File: src/rtl/hello_pkg.sv
// Shared types and constants for the HELLO seven-segment sequencing path.
package hello_pkg;

    // Controller states, 2-bit encoding.
    typedef enum logic [1:0] {
        IDLE = 2'd0,
        RUN  = 2'd1,
        DONE = 2'd2
    } state_t;

    // Character indices in display order; blank closes each word.
    localparam logic [2:0] IDX_BLANK = 3'd0;
    localparam logic [2:0] IDX_H     = 3'd1;
    localparam logic [2:0] IDX_E     = 3'd2;
    localparam logic [2:0] IDX_L1    = 3'd3;
    localparam logic [2:0] IDX_L2    = 3'd4;
    localparam logic [2:0] IDX_O     = 3'd5;

    // Active-low segment codes.
    localparam logic [7:0] SEG_BLANK = 8'hFF;
    localparam logic [7:0] SEG_H     = 8'h89;
    localparam logic [7:0] SEG_E     = 8'h86;
    localparam logic [7:0] SEG_L     = 8'hC7;
    localparam logic [7:0] SEG_O     = 8'hC0;

    // Step to the following character; O wraps to the trailing blank.
    function automatic logic [2:0] next_idx(input logic [2:0] cur);
        return (cur == IDX_O) ? IDX_BLANK : cur + 3'd1;
    endfunction

endpackage

File: src/rtl/hello_seq_ctrl_if.sv
// Requester-side handshake and display outputs of the HELLO controller.
interface hello_seq_ctrl_if;
    logic       start;
    logic       pause;
    logic       stop;
    logic [7:0] seg;
    logic [2:0] idx;
    logic       busy;
    logic       done;

    // Board control logic drives the buttons and watches status.
    modport master (output start, pause, stop, input seg, idx, busy, done);
    // The controller consumes the buttons and produces status/display.
    modport slave  (input start, pause, stop, output seg, idx, busy, done);
endinterface

File: src/rtl/hello_seg_rom.sv
// Combinational character-index to active-low segment decoder.
module hello_seg_rom
    import hello_pkg::*;
(
    input  logic [2:0] idx,
    output logic [7:0] seg
);

    // Decode the index; unused codes 6 and 7 show blank.
    always_comb begin
        // NOTE: assigning a default before the case keeps every path driven, so no latch is inferred.
        seg = SEG_BLANK;
        case (idx)
            IDX_H:  seg = SEG_H;
            IDX_E:  seg = SEG_E;
            IDX_L1: seg = SEG_L;
            IDX_L2: seg = SEG_L;
            IDX_O:  seg = SEG_O;
            default: seg = SEG_BLANK;
        endcase
    end

endmodule

File: src/rtl/hello_seq_ctrl.sv
// Start/pause/stop playback sequencer for the HELLO display: each character
// dwells DIV cycles and the word repeats REPS times before a done pulse.
module hello_seq_ctrl
    import hello_pkg::*;
#(
    parameter int unsigned DIV  = 4,
    parameter int unsigned REPS = 2
) (
    input  logic            ck,
    input  logic            rs,
    hello_seq_ctrl_if.slave bus
);

    localparam int unsigned   DW         = (DIV > 1) ? $clog2(DIV) : 1;
    localparam logic [DW-1:0] DWELL_LAST = DW'(DIV - 1);
    localparam logic [7:0]    REP_LAST   = 8'(REPS - 1);

    state_t        state;
    logic [DW-1:0] dwell;
    logic [7:0]    rep;
    logic [2:0]    idx_q;
    logic          busy_q;
    logic          done_q;
    logic [7:0]    seg_w;

    // Segment pattern follows the registered index with no extra latency.
    hello_seg_rom u_rom (
        .idx (idx_q),
        .seg (seg_w)
    );

    assign bus.seg  = seg_w;
    assign bus.idx  = idx_q;
    assign bus.busy = busy_q;
    assign bus.done = done_q;

    // Single-process FSM with registered outputs; in RUN stop beats pause beats advance.
    always_ff @(posedge ck) begin
        // NOTE: sequential state uses non-blocking assignments so every register sees pre-edge values.
        if (rs) begin
            state  <= IDLE;
            idx_q  <= IDX_BLANK;
            dwell  <= '0;
            rep    <= '0;
            busy_q <= 1'b0;
            done_q <= 1'b0;
        end else begin
            case (state)
                IDLE: begin
                    done_q <= 1'b0;
                    if (bus.start) begin
                        state  <= RUN;
                        idx_q  <= IDX_H;
                        dwell  <= '0;
                        rep    <= '0;
                        busy_q <= 1'b1;
                    end
                end
                RUN: begin
                    if (bus.stop) begin
                        state  <= IDLE;
                        idx_q  <= IDX_BLANK;
                        dwell  <= '0;
                        rep    <= '0;
                        busy_q <= 1'b0;
                    end else if (!bus.pause) begin
                        if (dwell == DWELL_LAST) begin
                            dwell <= '0;
                            if (idx_q == IDX_BLANK) begin
                                if (rep == REP_LAST) begin
                                    state  <= DONE;
                                    busy_q <= 1'b0;
                                    done_q <= 1'b1;
                                end else begin
                                    rep   <= rep + 8'd1;
                                    idx_q <= IDX_H;
                                end
                            end else begin
                                idx_q <= next_idx(idx_q);
                            end
                        end else begin
                            dwell <= dwell + 1'b1;
                        end
                    end
                end
                DONE: begin
                    state  <= IDLE;
                    done_q <= 1'b0;
                    rep    <= '0;
                end
                default: begin
                    state  <= IDLE;
                    idx_q  <= IDX_BLANK;
                    dwell  <= '0;
                    rep    <= '0;
                    busy_q <= 1'b0;
                    done_q <= 1'b0;
                end
            endcase
        end
    end

endmodule

File: src/flat_wrapper.sv
// flat-port wrapper written by rule: the top's interface ports become plain ports
module hello_seq_ctrl_flat import hello_pkg::*;
#(
    parameter int unsigned DIV  = 4,
    parameter int unsigned REPS = 2
)
  (ck, rs, bus_start, bus_pause, bus_stop, bus_seg, bus_idx, bus_busy, bus_done);
  hello_seq_ctrl_if bus_i ();
  input  logic ck;
  input  logic rs;
  input wire logic [$bits(bus_i.start)-1:0] bus_start;
  input wire logic [$bits(bus_i.pause)-1:0] bus_pause;
  input wire logic [$bits(bus_i.stop)-1:0] bus_stop;
  output wire logic [$bits(bus_i.seg)-1:0] bus_seg;
  output wire logic [$bits(bus_i.idx)-1:0] bus_idx;
  output wire logic [$bits(bus_i.busy)-1:0] bus_busy;
  output wire logic [$bits(bus_i.done)-1:0] bus_done;
  assign bus_i.start = bus_start;
  assign bus_i.pause = bus_pause;
  assign bus_i.stop = bus_stop;
  assign bus_seg = bus_i.seg;
  assign bus_idx = bus_i.idx;
  assign bus_busy = bus_i.busy;
  assign bus_done = bus_i.done;
  hello_seq_ctrl #(.DIV(DIV), .REPS(REPS)) u_core (.ck(ck), .rs(rs), .bus(bus_i));
endmodule
File: config.mk
export PLATFORM = sky130hd
export DESIGN_NAME = hello_seq_ctrl_flat
export DESIGN_NICKNAME = d
export VERILOG_FILES = /design/src/rtl/hello_pkg.sv /design/src/rtl/hello_seq_ctrl_if.sv /design/src/rtl/hello_seg_rom.sv /design/src/rtl/hello_seq_ctrl.sv /design/src/flat_wrapper.sv
export SDC_FILE = /design/constraint.sdc
export NUM_CORES = 1
export LEC_CHECK = 0
export CORE_MARGIN = 5
export CORE_UTILIZATION = 51
export DETAILED_ROUTE_END_ITERATION = 8
export GPL_TIMING_DRIVEN = 0
export PLACE_DENSITY_LB_ADDON = 0.25
export REMOVE_ABC_BUFFERS = 1
export SETUP_SLACK_MARGIN = 0.2
export SLEW_MARGIN = 0
export SYNTH_ARGS = -nofsm -noshare
export SYNTH_HDL_FRONTEND = slang
export SYNTH_SLANG_ARGS = --single-unit
File: constraint.sdc
create_clock -name ck -period 2.1 [get_ports ck]
set_input_delay 0.42 -clock ck [delete_from_list [all_inputs] [get_ports ck]]
set_output_delay 0.42 -clock ck [all_outputs]
set_load 0.03 [all_outputs]
==> results of run 1 <==
-- logic make-up (layout without fill, tap and decap cells) --
| logic type | count (synthesis) | count (layout) |
|---|---|---|
| multiplexers | 2 | 2 |
| XOR/XNOR | 1 | 1 |
| other | 1 | 1 |
| flip-flops | 17 | 17 |
| AO/OA/AOI/OAI | 31 | 31 |
| adder cells (fa/ha/maj) | 3 | 3 |
| AND/OR/NAND/NOR | 51 | 51 |
| buffers and inverters | 14 | 27 |
-- synth_stat cells, types with 2 or more instances --
| library cell | instances | share of area (%) |
|---|---|---|
| sky130_fd_sc_hd__clkbuf_1 | 4 | 1.4 |
| sky130_fd_sc_hd__a21oi_1 | 4 | 1.9 |
| sky130_fd_sc_hd__o31ai_1 | 2 | 1.4 |
| sky130_fd_sc_hd__o32ai_1 | 4 | 3.3 |
| sky130_fd_sc_hd__and3_1 | 4 | 2.4 |
| sky130_fd_sc_hd__dfxtp_1 | 17 | 32 |
| sky130_fd_sc_hd__a31oi_1 | 2 | 1.2 |
| sky130_fd_sc_hd__o21ai_0 | 2 | 0.96 |
| sky130_fd_sc_hd__nand3b_1 | 2 | 1.4 |
| sky130_fd_sc_hd__nand4_1 | 2 | 1.2 |
| sky130_fd_sc_hd__or3_1 | 2 | 1.2 |
| sky130_fd_sc_hd__inv_1 | 3 | 1.1 |
| sky130_fd_sc_hd__nor4b_1 | 2 | 1.7 |
| sky130_fd_sc_hd__nor2b_1 | 2 | 1.2 |
| sky130_fd_sc_hd__o211ai_1 | 3 | 2.2 |
| sky130_fd_sc_hd__buf_2 | 2 | 0.96 |
| sky130_fd_sc_hd__nand2b_1 | 4 | 2.4 |
| sky130_fd_sc_hd__a21o_1 | 2 | 1.4 |
| sky130_fd_sc_hd__a22o_1 | 4 | 3.3 |
| sky130_fd_sc_hd__nand3_1 | 4 | 1.9 |
| sky130_fd_sc_hd__nand2_1 | 8 | 2.9 |
| sky130_fd_sc_hd__ha_1 | 3 | 3.6 |
| sky130_fd_sc_hd__or4_1 | 3 | 2.2 |
| sky130_fd_sc_hd__buf_4 | 3 | 2.2 |
| sky130_fd_sc_hd__nor3_1 | 4 | 1.9 |
| sky130_fd_sc_hd__nor2_1 | 5 | 1.8 |
-- timing repair --
action | in CTS | in global routing
resized for setup | 23 | 9
buffers inserted | 1 | 2
endpoints found under the setup margin | 21 | 11
pin swaps | 0 | 2
-- worst paths after layout --
kind         slack, ps                            to                         start  cells past startpoint
max                270    u_core.rep[5]$_SDFFE_PP0P_  u_core.dwell[1]$_SDFFE_PP0P_                      5
min                490  u_core.dwell[1]$_SDFFE_PP0P_  u_core.dwell[1]$_SDFFE_PP0P_                      2
max reg2reg        270    u_core.rep[5]$_SDFFE_PP0P_  u_core.dwell[1]$_SDFFE_PP0P_                      5
min reg2reg        490  u_core.dwell[1]$_SDFFE_PP0P_  u_core.dwell[1]$_SDFFE_PP0P_                      2
-- routing by layer --
layer | global-route usage (%) | vias to the layer above | part of all wire, %
met3 | 3.50 | 7 | 4.9
met5 | 0 | - | 0
met4 | 9.38 | 0 | 2.2
met2 | 28.9 | 36 | 48
met1 | 20.2 | 497 | 45
li1 | - | 483 | -
-- registers in the layout, indices dropped and copies added (netlist names) --
| register | cells |
|---|---|
| u_core.bus.idx | 3 |
| u_core.state | 2 |
| u_core.bus.done | 1 |
| u_core.rep | 8 |
| u_core.bus.busy | 1 |
| u_core.dwell | 2 |
-- report_power, final --
part | internal, µW | total [µW] | switching (µW) | leakage [µW]
clock | 72.7 | 187 | 114 | 0.0000139
sequential | 327 | 338 | 11.0 | 0.000141
combinational | 45.2 | 121 | 76.2 | 0.000332
-- area by class of cell --
type	count	area, µm²	area share (%)
Multi-Input combinational cell	89	666	52.4
Sequential cell	17	352	27.7
Timing Repair Buffer	19	173	13.6
Tap cell	27	33.8	2.66
Clock buffer	3	22.5	1.77
Inverter	4	16.3	1.28
Clock inverter	1	7.51	0.591
-- through the flow --
stage                     utilization, %  cell area, µm²
after floorplan                        -             988
after global placement              60.3            1180
after detailed placement            60.3            1180
after CTS                           64.0            1260
after global routing                64.7            1270
final                               64.7            1270
-- worst max-delay path, cell delays in order (launching register included) --
cell	delay [ps]
sky130_fd_sc_hd__dfxtp_2	370
sky130_fd_sc_hd__ha_4	150
sky130_fd_sc_hd__nor4b_2	420
sky130_fd_sc_hd__o311a_1	320
sky130_fd_sc_hd__nand3_2	170
sky130_fd_sc_hd__o41ai_2	310
==> run summary, run 1 <==
The flow ran to the end, and the final reports show no timing, DRC or antenna violations. The iteration-0 DRC count of the detailed router is 21. The detailed placer's ending HPWL is 1.80 mm. The compound-cell area share of the yosys netlist came out at 23.4%. Once placement completed, the tool counted placed cells totaling 153. The aggregate global-route resource usage came out at 17.2%. The leading cell type in the layout, fill and taps excluded is sky130_fd_sc_hd__dfxtp_1. Averaged over all synthesized cells, the footprint is 8.73 µm². The critical setup path kind is flop to flop. The global-route wire length before repair came out at 4.30 mm. The count of warnings emitted by yosys came out at 0. The synthesized netlist devotes 30.2% of its cell area to simple gates. The most instantiated flip-flop cell in the synthesis netlist is sky130_fd_sc_hd__dfxtp_1. Compared with the post-synthesis result, the final layout area differs by 21.3%. Pin placement for this block handled 18 I/O pins.

The worst setup path is launched from a flop. TritonCTS built the clock tree. The routed length per placed instance came out at 15.9 µm. The arrival time of the worst setup path came out at 2050 ps.

The layout has 185 filler cells. The number of global-route vias before repair was 947. The first detailed-routing pass ran for 4 iterations.

Wires add up to 2.54 mm. The total negative setup slack is 0 ps. The final-report hold violation count is 0. The number of max-cap violations is 0. The clock skew is 13.7 ps. At the later pin of the worst-skew pair, clock insertion delay measures 310 ps. The floorplan die area is 0.00306 mm². The final RePlAce weighted congestion is 0.854. The worst slack at placement is -323 ps. The number of nets in the layout came out at 142. The synthesized netlist devotes 0.836% of its cell area to XOR and XNOR gates.

The number of max-slew violations in the final report is 0. Counting flops with an async set or reset pin after synthesis yields a share of 0%. At the pin with the least slew margin, the transition time is 779 ps.

The worst path required time is 2320 ps. The cell chosen for the clock root is sky130_fd_sc_hd__clkbuf_4. The via count came out at 1,023. The die is 55.3 µm wide.

The initial standard-cell utilization of the core is 53.4%. The remaining global-route overflow came out at 0. The final worst-path setup slack came out at 272 ps.

The number of H-tree levels is 1. The post-route non-filler standard cell count came out at 160. In this run the tool buffered the top-level ports with 16 buffer cells. The TritonCTS sink count is 17. The layout cell share with drive strength beyond 1 is 19.5%. The power density over cell area came out at 509 mW/mm².

The number of nets still failing antenna checks after routing is 0. The post-cts hold buffer count came out at 0. The per-cell via count in the routed design came out at 6.39. After synthesis, the largest family of logic cells by area is simple AND/OR/NAND/NOR gates. After Yosys synthesis, full adders, half adders and majority gates account for 3.58% of the synthesized area. The number of enable flip-flop cells after synthesis came out at 0. Summed over all cells, the static leakage comes to 0.000486 µW. The relative slew slack is 47.8%. For this run, the register share of the synthesized area comes to 32.5%. The DRC violation count after routing came out at 0. The total of flip-flops plus latches after synthesis is 17.

The placement row count is 16. The number of clock buffers added by TritonCTS is 3. Setup repair after global routing could not meet its margin everywhere. The power consumption came out at 646 µW. 0 antenna diodes ended up in the layout. The initial antenna violation count is 0. The count of mapped cells out of synthesis came out at 120. The mux contribution to synthesized area is 2.03%. Setup violations remaining at the end of the flow were counted as 0. The worst supply voltage drop on vdd came out at 0.310 mV.

The cell area that synthesis handed to floorplanning was 0.00105 mm². The area of the core came out at 0.00196 mm². The maximum achievable frequency came out at 547 MHz.

The maximum number of pins on one net before global-route repair is 15. The worst hold slack came out at 489 ps. The final period utilization came out at 87.0%. The minimum clock period is 1830 ps. The floorplan step set the die height to 55.3 µm. The worst setup path is captured at a flop. Counting distinct cell types in the post-synthesis netlist gives 49. Along the worst path, the maximum fanout reaches 5.

The library cells used most frequently in the layout, excluding fill and tap cells, are sky130_fd_sc_hd__dfxtp_1 (12), sky130_fd_sc_hd__nand2_1 (8), sky130_fd_sc_hd__clkdlybuf4s50_1 (6). The worst hold path belongs to the class flop to flop. The clock-pin slew reported for the worst setup and hold paths after clock tree synthesis is 110 ps.

The maximum buffer depth of the clock tree came out at 2.
No activity file was read; power rests on OpenSTA's default activity.
==> run 2, diff against run 1 <==
Settings changed: CORE_UTILIZATION 51 to 54, CTS_BUF_LIST from default to sky130_fd_sc_hd__clkbuf_4.
==> run 2 against run 1 <==
Sequential cell count unchanged; wire length down 1.0%; total power up 2.6%; setup slack worse by 91 ps; combinational power about the same; worst hold slack better by 7.7 ps; clock power up 6%; critical path type unchanged.
==> run summary, run 2 (synthesis gave the netlist of run 1 again) <==
The number of global-route vias before repair was 895 (-5.5%). The worst path required time is 2300 ps (-20 ps). The iteration-0 DRC count of the detailed router is 13 (-38%). The peak-usage layer in the global routing report is met2. The die height came out at 54.0 µm (-2.3%).

The floorplan die area came out at 0.00292 mm² (-4.6%). In this run the clock root is driven by a sky130_fd_sc_hd__clkbuf_4. The total leakage power was 0.000483 µW (-0.71%). Setup repair after global routing could not meet its margin everywhere.

The layout overhead on the synthesized area came out at 21.5%. The min-delay analysis places its worst path in the category flop to flop. The number of nets still failing antenna checks after routing came out at 0 (unchanged). The total negative setup slack came out at 0 ps (unchanged). The count of input and output buffers came out at 16 (unchanged). The share of power burned in combinational logic is 18.7% (about the same).

The area of the core is 0.00190 mm² (-3.1%). The minimum clock period came out at 1920 ps (+90.9 ps). The clock network power share came out at 29.9% (+1.0 points).

The part of the power in registers came to 51.4% (-0.9 points). The final RePlAce weighted congestion is 0.913 (+6.8%). The internal power component is 461 µW (+3.7%). The global routing met2 resource utilization is 31.7% (+2.8 points). The power density over cell area came out at 521 mW/mm² (+2.4%). The clock tree from TritonCTS is built.

The worst hold slack was 497 ps (+7.73 ps). The share of total power consumed by net switching is 30.4% (-0.78 points). The number of flip-flops in the largest register is 8 (unchanged). Leaving out fill and tap cells, the most frequent cell in the layout is sky130_fd_sc_hd__dfxtp_1.

The DRC violation count after routing was 0 (unchanged). The via count is 979 (-4.3%). The count of pins on the block boundary came out at 18 (unchanged). The met1 usage came out at 22.3% (+2.1 points). The routed length per placed instance came out at 15.9 µm (+0.23%). The met3 usage in global routing is 3.32% (-0.17 points). The final cell utilization of the core is 66.9% (+2.2 points). The number of max-slew violations in the final report came to 0 (unchanged).

The number of CTS-inserted buffers came to 3 (unchanged). The worst setup path is captured at a flop. The maximum buffer depth of the clock tree is 2 (unchanged). The aggregate global-route resource usage is 18.4% (+1.2 points). The detailed placer's ending HPWL came out at 1.70 mm (-5.9%).

The relative slew slack is 60.4% (+13 points). The final period utilization is 91.4% (+4.3 points). The power consumption is 663 µW (+2.6%).

The critical path is of the flop to flop type. The final standard cell area without fillers is 0.00127 mm² (+0.20%). The number of diodes came out at 0 (unchanged). The number of H-tree levels came out at 1 (unchanged). The startpoint type of the worst setup path is a flop.

The clock-pin slew reported for the worst setup and hold paths after clock tree synthesis came to 100 ps (about the same). The clock skew came out at 4.81 ps (-8.87 ps). The TritonCTS sink count came out at 17 (unchanged).

The arrival time of the worst setup path is 2120 ps (+70 ps). The power dissipated by switching net loads is 202 µW (about the same). The maximum number of pins on one net before global-route repair came out at 15 (unchanged).

The measured slew at the worst slew-check pin was 593 ps (-186 ps). The layout cell share with drive strength beyond 1 is 19.8% (+0.30 points). The remaining global-route overflow is 0 (unchanged). The post-placement cell area was 0.00118 mm² (unchanged). Ranked by flip-flop count, first place goes to u_core.rep.

The clock insertion delay at the later pin of the skew report was 300 ps (about the same). The maximum achievable frequency was 521 MHz (-4.7%). The setup violation total in the final timing report came out at 0 (unchanged). The initial standard-cell utilization of the core came out at 55.1% (+1.7 points).

The worst supply voltage drop on vdd is 0.331 mV (+6.9%). The final routed wirelength across all metal layers came out at 2.51 mm (-1.0%). The number of iterations in the first detailed-routing pass came out at 4 (unchanged).

The global-route wire length before repair is 3.97 mm (-7.7%). In the layout the commonest cells are sky130_fd_sc_hd__dfxtp_1 (11), sky130_fd_sc_hd__nand2_1 (8), sky130_fd_sc_hd__clkdlybuf4s50_1 (6). The number of nets in the layout is 140 (-1.4%).

The post-cts hold buffer count came out at 0 (unchanged). The per-cell via count in the routed design came out at 6.20 (-3.1%). The number of max-cap violations is 0 (unchanged). The die boundary width is 54.0 µm (-2.3%). The initial antenna violation count was 0 (unchanged). The final-report hold violation count is 0 (unchanged). The run finished with clean final reports. The largest fanout on the critical path is 5 (unchanged). The placement row count is 16 (unchanged).
run 2: what timing repair did:
| action | 4_1_cts | 5_1_grt |
|---|---|---|
| setup endpoints to repair | 21 | 12 |
| resized for setup | 19 | 15 |
| pin swaps | 0 | 0 |
| cloned | 0 | 0 |
| setup buffers | 1 | 0 |
run 2: final cells by class:
type | instances | area (µm²)
flip-flops and latches | 17 | 350
clock buffers | 4 | 30.0
inverters | 4 | 16.3
well taps | 27 | 33.8
repair buffers | 17 | 151
multi-input cells | 89 | 691
fillers | 162 | 629
run 2: power groups by stage:
| stage | clock network, µW | registers (µW) | logic [µW] |
|---|---|---|---|
| 2_1_floorplan | 0 | 351 | 66.1 |
| 3_3_place_gp | 0 | 345 | 123 |
| 3_5_place_dp | 0 | 345 | 124 |
| 4_1_cts | 198 | 338 | 120 |
| 5_1_grt | 214 | 342 | 133 |
| 6_report | 198 | 341 | 124 |
run 2: path summary, 6_finish.rpt:
check                                                   from  slack, ps  depth (start not counted)                           end
worst max-delay path            u_core.dwell[0]$_SDFFE_PP0P_        180                          5    u_core.rep[7]$_SDFFE_PP0P_
worst min-delay path            u_core.dwell[1]$_SDFFE_PP0P_        500                          2  u_core.dwell[1]$_SDFFE_PP0P_
worst max register to register  u_core.dwell[0]$_SDFFE_PP0P_        180                          5    u_core.rep[7]$_SDFFE_PP0P_
worst min register to register  u_core.dwell[1]$_SDFFE_PP0P_        500                          2  u_core.dwell[1]$_SDFFE_PP0P_
run 2: metal layers:
metal / routed length [µm] / vias up
li1: - / 481
met5: 0 / -
met3: 115 / 2
met1: 1150 / 474
met4: 21 / 0
met2: 1220 / 22
run 2: through the flow:
step                      setup slack, ps  instances
after floorplan                      72.3        110
final                                 181        158
after detailed placement             -299        153
after CTS                             114        158
after global placement               -288        153
after global routing                  128        158
run 2: worst max-delay path: stages (launching register included):
cell,delay (ps)
sky130_fd_sc_hd__dfxtp_2,370
sky130_fd_sc_hd__ha_4,160
sky130_fd_sc_hd__or4b_4,500
sky130_fd_sc_hd__or3_1,380
sky130_fd_sc_hd__a22o_1,200
sky130_fd_sc_hd__a22o_1,210
==> run 3, diff against run 2 <==
Clock period 2.1 ns to 1.78 ns, I/O delays scaled along.
==> run 3 against run 2 <==
The run now ends with setup timing left; count of clock-buffer cells in the layout stayed put; global-route usage grew 1.0 points; final area up 21%; clock power increased by 17%; worst hold slack worse by 15 ps; die area stayed put; sequential power increased by 16%; non-clock buffer count grew 20; critical path type unchanged.
==> run summary, run 3 (synthesis gave the netlist of run 1 again) <==
The flow ran to the end, but the final reports show violations. The checks that failed: setup timing. The setup violation total in the final timing report is 1 (+1). The initial antenna violation count was 0 (unchanged). The total placed cells including tap cells was 153 (unchanged).

The area of the core came out at 0.00190 mm² (unchanged). The number of max-cap violations came out at 0 (unchanged). Setup repair after global routing could not meet its margin everywhere. In this run the most critical hold path is launched from u_core.bus.busy$_SDFFE_PP0P_.

The total leakage power is 0.000604 µW (+25%). The layout overhead on the synthesized area came out at 47.6%. The maximum buffer depth of the clock tree is 2 (unchanged).

The count of pins on the block boundary came out at 18 (unchanged). The final worst-path setup slack is -64.2 ps (-246 ps). TritonCTS built the clock tree. The startpoint type of the worst setup path is a flop.

The power consumption was 819 µW (+24%). CTS placed an instance of sky130_fd_sc_hd__clkbuf_4 at the clock tree root. The number of max-slew violations in the final report is 0 (unchanged). The number of diodes is 0 (unchanged). The maximum number of pins on one net before global-route repair is 15 (unchanged). The via count is 1,131 (+16%). The post-cts hold buffer count is 0 (unchanged). The die boundary width is 54.0 µm (unchanged).

The reg-to-reg setup timing slack came out at -60 ps (-250 ps). The final period utilization came out at 104% (+12 points). The clock insertion delay at the later pin of the skew report came out at 300 ps (about the same). The number of CTS-inserted buffers is 3 (unchanged).

The capturing point of the worst reg2reg path is u_core.rep[7]$_SDFFE_PP0P_. The detailed placer's ending HPWL is 1.70 mm (unchanged). The path class of the tightest hold or removal check is flop to flop.

The layout cell share with drive strength beyond 1 was 43.7% (+24 points). The die height came out at 54.0 µm (unchanged). The aggregate global-route resource usage is 19.4% (+1.0 points). u_core.rep holds more flip-flops than any other register.

The initial standard-cell utilization of the core came to 55.1% (unchanged). The number of H-tree levels is 1 (unchanged). The maximum achievable frequency came out at 542 MHz (+4.0%).

The TritonCTS sink count came out at 17 (unchanged). The depth of the worst hold-timing path is 2 (unchanged). The clock-pin slew reported for the worst setup and hold paths after clock tree synthesis is 100 ps (about the same). Leaving out fill and tap cells, the most frequent cell in the layout is sky130_fd_sc_hd__buf_4.

The measured slew at the worst slew-check pin is 654 ps (+60.7 ps). The number of flip-flops in the largest register is 8 (unchanged). The worst slack at placement is -555 ps (-256 ps). The power density over cell area came out at 530 mW/mm² (+1.7%). The end of the worst hold path is u_core.bus.busy$_SDFFE_PP0P_. The global-route wire length before repair is 4.16 mm (+4.9%). The number of iterations in the first detailed-routing pass is 4 (unchanged). The final-report hold violation count was 0 (unchanged). The largest fanout on the critical path was 3 (-2).

The per-cell via count in the routed design is 6.35 (+2.5%). The clock skew is 2.15 ps (-2.66 ps). The routed length per placed instance is 19.7 µm (+24%). The remaining global-route overflow came out at 0 (unchanged). The DRC violation count after routing is 0 (unchanged). The final RePlAce weighted congestion is 0.913 (unchanged). The number of nets in the layout came out at 160 (+14%).

In the layout the commonest cells are sky130_fd_sc_hd__buf_4 (21), sky130_fd_sc_hd__dfxtp_1 (8), sky130_fd_sc_hd__nand2_1 (7). The worst path required time came to 1980 ps (-320 ps). The count of input and output buffers was 16 (unchanged). The final routed wirelength across all metal layers was 3.50 mm (+39%). By startpoint and endpoint, the worst setup path is classified as flop to flop. The placement row count was 16 (unchanged). The minimum clock period is 1840 ps (-74.5 ps). The iteration-0 DRC count of the detailed router is 33 (+20). The worst supply voltage drop on vdd came out at 0.389 mV (+18%). The type of destination of the critical path is a flop. The beginning of the worst register-to-register path is u_core.dwell[1]$_SDFFE_PP0P_. The relative slew slack is 56.4% (-3.9 points).

The number of nets still failing antenna checks after routing is 0 (unchanged). The post-route non-filler standard cell count is 178 (+13%). The number of global-route vias before repair came out at 923 (+3.1%). The path depth of the worst reg2reg path is 5 (unchanged). The floorplan die area came out at 0.00292 mm² (unchanged). The arrival time of the worst setup path is 2050 ps (-70 ps). The final cell utilization of the core came out at 81.3% (+14 points).
[run 3: power by group]
part	total (µW)	internal, µW	switching, µW	leakage [µW]
combinational	192	75.4	116	0.000442
sequential	395	383	12.0	0.000143
clock	232	103	130	0.0000184
total	819	561	258	0.000604
[run 3: worst max-delay path by stage]
stage                              startpoint                         end  slack, ps
3_3_place_gp                        bus_start  u_core.rep[3]$_SDFFE_PP0P_       -540
6_report         u_core.dwell[1]$_SDFFE_PP0P_  u_core.rep[7]$_SDFFE_PP0P_        -60
3_5_place_dp                        bus_start  u_core.rep[2]$_SDFFE_PP0P_       -550
5_1_grt          u_core.dwell[1]$_SDFFE_PP0P_  u_core.rep[7]$_SDFFE_PP0P_       -110
2_1_floorplan  u_core.bus.idx[0]$_SDFFE_PP0P_                  bus_seg[0]       -180
4_1_cts        u_core.bus.idx[1]$_SDFFE_PP0P_                  bus_seg[6]         10
[run 3: area by class of cell]
type,count,area [µm²]
fillers,100,357
inverters,4,16.3
well taps,27,33.8
multi-input cells,89,810
clock buffers,4,30.0
flip-flops and latches,17,364
repair buffers,37,292
[run 3: what timing repair did]
item                       in CTS  in global routing
gates resized for setup        62                 37
pin swaps                       5                 12
setup buffers                   7                 14
setup endpoints to repair      27                 22
[run 3: layer usage]
layer  routed length [µm]  share of wire [%]  track usage (%)
met5                    0                  0                0
met4                  142                4.1             5.81
met3                  272                7.8             3.05
met2                 1720                 49             34.1
met1                 1360                 39             24.1
[run 3: critical path, stage by stage, from the launching register on]
cell	delay (ps)
sky130_fd_sc_hd__dfxtp_2	380
sky130_fd_sc_hd__ha_4	150
sky130_fd_sc_hd__or4b_4	460
sky130_fd_sc_hd__or3_1	350
sky130_fd_sc_hd__a22o_1	210
sky130_fd_sc_hd__a22o_1	200
[run 3: per-stage QoR]
stage          setup TNS (ps)  hold slack, ps  instance area [µm²]
6_report                -64.2             481                 1550
5_1_grt                  -152             504                 1550
4_1_cts                     0             482                 1360
3_5_place_dp            -6140             481                 1180
3_3_place_gp            -5940             447                 1180
2_1_floorplan            -484             425                  988
==> patch 1: new RTL, flow settings as in run 1 <==
`DIV` is set to 4 in 2 places; all go to 8.
--- a/src/rtl/hello_seq_ctrl.sv
+++ b/src/rtl/hello_seq_ctrl.sv
@@ -4,5 +4,5 @@
     import hello_pkg::*;
 #(
-    parameter int unsigned DIV  = 4,
+    parameter int unsigned DIV  = 8,
     parameter int unsigned REPS = 2
 ) (
--- a/src/flat_wrapper.sv
+++ b/src/flat_wrapper.sv
@@ -2,5 +2,5 @@
 module hello_seq_ctrl_flat import hello_pkg::*;
 #(
-    parameter int unsigned DIV  = 4,
+    parameter int unsigned DIV  = 8,
     parameter int unsigned REPS = 2
 )
Formal check against the unedited RTL: not equivalent (Yosys sat finds a counterexample within 10 cycles, from zero or initial values).
==> patch 1 against run 1 <==
Sequential cell count rose by 1. Worst setup slack got worse by 0.17 ns. Power rose by 9.8%. Synthesized area rose by 8.8%. Routed wire length rose by 17%. Cell area rose by 14%. Die area rose by 7.2%. Largest cell class unchanged.
==> patch 1: results (changes against run 1) <==
metric	value	unit	change
Filler Cells Inserted	185		unchanged
Worst Tran Pin Value	0.760	ns	-0.0188 ns
initial antenna violation count	0		unchanged
GPL Wtd Cong	0.827		-3.1%
Global Route Usage Sum	18.1	%	+0.90 points
Hold Path Origin	u_core.dwell[1]$_SDFFE_PP0P_		
VDD IR max	0.445	mV	+44%
worst r2r src	u_core.dwell[0]$_SDFFE_PP0P_		
Top FF cell, synth	dfxtp_1		
Synth area leaders	dfxtp_1, a21oi_1, ha_1		
share of post-route cells with drive strength above 1	27.5	%	+8.0 points
Critical Path AT	2.22	ns	+0.17 ns
clk_skew	0.00240	ns	-0.0113 ns
pre-CTS setup slack	-0.415	ns	-0.0914 ns
Clock Tree Buf Depth	2		unchanged
warnings from Yosys	0		unchanged
dpl cell area	0.00126	mm^2	+6.9%
ys async rst share	0	%	unchanged
placed cells	167		+9.2%
dpl hpwl	1.93	mm	+6.9%
clk_lat worst skew	0.30	ns	
largest register by flop count	u_core.rep		
Via Count	1138		+11%
root buffer cell	clkbuf_4		
Post-Synthesis Cells	136		+13%
clock-pin slew of the registers on the worst-case setup and hold paths	0.11	ns	about the same
drt wl/cell	16.8	um	+6.0%
first-pass GRT wire length	4.77	mm	+11%
port bufs	16		unchanged
status	finished, final reports clean		
synth cell count leaders	dfxtp_1, a21oi_1, o21ai_0, clkbuf_1, nand2_1		
CP Max Fanout	5		unchanged
ant diodes	0		unchanged
CTS H-tree depth	1		unchanged
pin count of the biggest net entering global routing	21		+6
Leak	0.481	nW	-1.0%
cell family with most CP delay	simple AND/OR/NAND/NOR gates		
initial DRC count	62		+200%
Avg Vias per Cell	6.43		+0.56%
nets@finish	159		+12%
Largest stage delay, worst path	0.48	ns	+0.06 ns
synth unique cells	51		+4.1%
max reg flops	8		unchanged
sequential fraction of the synthesis area	31.6	%	-0.88 points
Worst Setup Path Type	flip-flop to flip-flop		
TritonCTS buffer count	3		unchanged
slowest library cell on the worst path	or4b_4		
## patch 1: what timing repair did
| item | in CTS | in global routing |
|---|---|---|
| resized for setup | 33 | 19 |
| pin swaps | 7 | 4 |
| cloned | 0 | 0 |
| buffers inserted | 4 | 2 |
| setup endpoints to repair | 25 | 20 |
## patch 1: cells by family (layout without fill, tap and decap cells)
logic type | after synthesis | in the layout | share of synthesized area, %
AND/OR/NAND/NOR | 48 | 48 | 27.9
AO/OA/AOI/OAI | 45 | 45 | 26.2
flip-flops | 18 | 18 | 31.6
buffers and inverters | 18 | 31 | 7.90
adder cells (fa/ha/maj) | 4 | 4 | 4.39
other | 1 | 1 | 0.329
XOR/XNOR | 1 | 1 | 0.769
multiplexers | 1 | 1 | 0.878
## patch 1: final cells by class
class                   count  area (um^2)  area share [%]
multi-input cells         100          800            55.1
repair buffers             22          189            13.0
well taps                  28         35.0            2.41
clock buffers               4         36.3            2.50
inverters                   5         18.8            1.29
flip-flops and latches     18          373            25.7
## patch 1: worst paths after layout
check | end | slack, ns | depth (start not counted)
worst max register to register | u_core.rep[2]$_SDFFE_PP0P_ | 0.10 | 6
worst min register to register | u_core.dwell[1]$_SDFFE_PP0P_ | 0.49 | 2
worst min-delay path | u_core.dwell[1]$_SDFFE_PP0P_ | 0.49 | 2
worst max-delay path | u_core.rep[2]$_SDFFE_PP0P_ | 0.10 | 6
## patch 1: where the power goes
part / total (mW) / switching, mW / internal (mW)
sequential: 0.359 / 0.0133 / 0.346
combinational: 0.124 / 0.0772 / 0.0470
clock: 0.226 / 0.120 / 0.106
total: 0.709 / 0.211 / 0.499
## patch 1: tightest hold or removal path, stage by stage (launching register included)
cell     delay (ns)
dfxtp_2        0.35
nand2_1        0.06
a21oi_1        0.05
## patch 1: layer usage
metal | global-route usage, % | vias up | share of wire [%]
met3 | 2.49 | 5 | 4.6
met4 | 8.61 | 0 | 1.3
met2 | 30.3 | 42 | 50
met5 | 0 | - | 0
met1 | 22.7 | 550 | 44
li1 | - | 541 | -
==> patch 2: new RTL, settings of run 1 <==
Without the edit above. Register the input `rs` before use, without a reset. The logic sees it one clock later. The other inputs are not delayed to match.
--- a/src/rtl/hello_seq_ctrl.sv
+++ b/src/rtl/hello_seq_ctrl.sv
@@ -15,4 +15,10 @@
     localparam logic [DW-1:0] DWELL_LAST = DW'(DIV - 1);
     localparam logic [7:0]    REP_LAST   = 8'(REPS - 1);
+
+    logic rs_q;
+
+    always_ff @(posedge ck) begin
+        rs_q <= rs;
+    end
 
     state_t        state;
@@ -38,5 +44,5 @@
     always_ff @(posedge ck) begin
         // NOTE: sequential state uses non-blocking assignments so every register sees pre-edge values.
-        if (rs) begin
+        if (rs_q) begin
             state  <= IDLE;
             idx_q  <= IDX_BLANK;
Function: changed (a bounded check fails within 4 cycles, from zero or initial values).
==> patch 2 against run 1 <==
Sequential cell count grew 1. Non-clock buffer count grew 1. Worst setup slack lost 0.023 ns. Synthesized cell count grew 4.2%. Critical path depth shrank 2. Cell count grew 3.1%. Cell area grew 2.0%. Power grew 14%. Routed wire length shrank 7.2%. Largest cell class unchanged. Synthesized area grew 3.6%.
==> patch 2: results (changes against run 1) <==
metric	value	unit	change
status	finished, final reports clean		
Largest stage delay, worst path	0.40	ns	-0.02 ns
Non-Filler Instances	165		+3.1%
placed cells	157		+2.6%
cells resized by post-CTS repair	21		-8.7%
GR Util met2	24.0	%	-4.8 points
xor/xnor share of the synthesized area	0.807	%	-0.029 points
pre-CTS setup slack	-0.430	ns	-0.107 ns
Signal buffers	20		+1
initial DRC count	27		+29%
vias in the first global route	921		-2.7%
clk_skew	0.00514	ns	-0.00854 ns
Non-clock inverters	7		+3
Synth area leaders	dfxtp_1, a21oi_1, a31oi_1		
cell family with most CP delay	flip-flops		
pin count of the biggest net entering global routing	12		-3
mean post-synth cell area	8.68	um^2	-0.56%
Global Route Usage Sum	15.6	%	-1.6 points
met3 Use GR	3.71	%	+0.22 points
share of cell area taken by multi-input logic gates	50.0	%	-2.5 points
Storage cell area	370	um^2	+5.3%
nets@finish	147		+3.5%
Psw	0.221	mW	+9.9%
setup bufs post-CTS	4		+3
sequential fraction of the synthesis area	33.2	%	+0.72 points
final wirelength	2.36	mm	-7.2%
Worst Tran Pin Value	0.713	ns	-0.0656 ns
VDD IR max	0.551	mV	+78%
compound-gate portion of the synthesized area	26.8	%	+3.3 points
CTS sink cnt	18		+1
CLK BUF	4		+1
ys async rst share	0	%	unchanged
CP Max Fanout	10		+5
met1 GRT Util	20.5	%	+0.30 points
share of post-route cells with drive strength above 1	23.9	%	+4.4 points
Filler Cells Inserted	170		-8.1%
GPL Wtd Cong	0.899		+5.2%
slowest library cell on the worst path	dfxtp_4		
Synth Area in Adders	3.46	%	-0.12 points
Critical Path AT	1.43	ns	-0.62 ns
synth cell count leaders	dfxtp_1, a21oi_1, nand2_1		
synth unique cells	45		-8.2%
first-pass GRT wire length	4.07	mm	-5.3%
Leak	0.484	nW	-0.42%
Sw Share	30.0	%	-1.1 points
-- patch 2: changes by cell type after synthesis, sizes merged, moves of 4 or more --
cell,run 1,this run
a31oi,2,7
a21oi,4,10
inv,3,7
o32ai,4,0
a22o,4,0
-- patch 2: path summary, 6_finish.rpt --
check,cells after the start,start,endpoint,slack [ns]
max,3,u_core.bus.idx[0]$_SDFFE_PP0P_,bus_seg[4],0.25
min,2,u_core.dwell[1]$_SDFFE_PP0P_,u_core.dwell[1]$_SDFFE_PP0P_,0.51
max reg2reg,5,u_core.state[1]$_SDFFE_PP0P_,u_core.rep[3]$_SDFFE_PP0P_,0.29
min reg2reg,2,u_core.dwell[1]$_SDFFE_PP0P_,u_core.dwell[1]$_SDFFE_PP0P_,0.51
-- patch 2: layer usage --
| metal | wire [um] | part of all wire [%] |
|---|---|---|
| met1 | 1110 | 47 |
| met2 | 1070 | 45 |
| met3 | 135 | 5.7 |
| met4 | 41 | 1.7 |
| met5 | 0 | 0 |
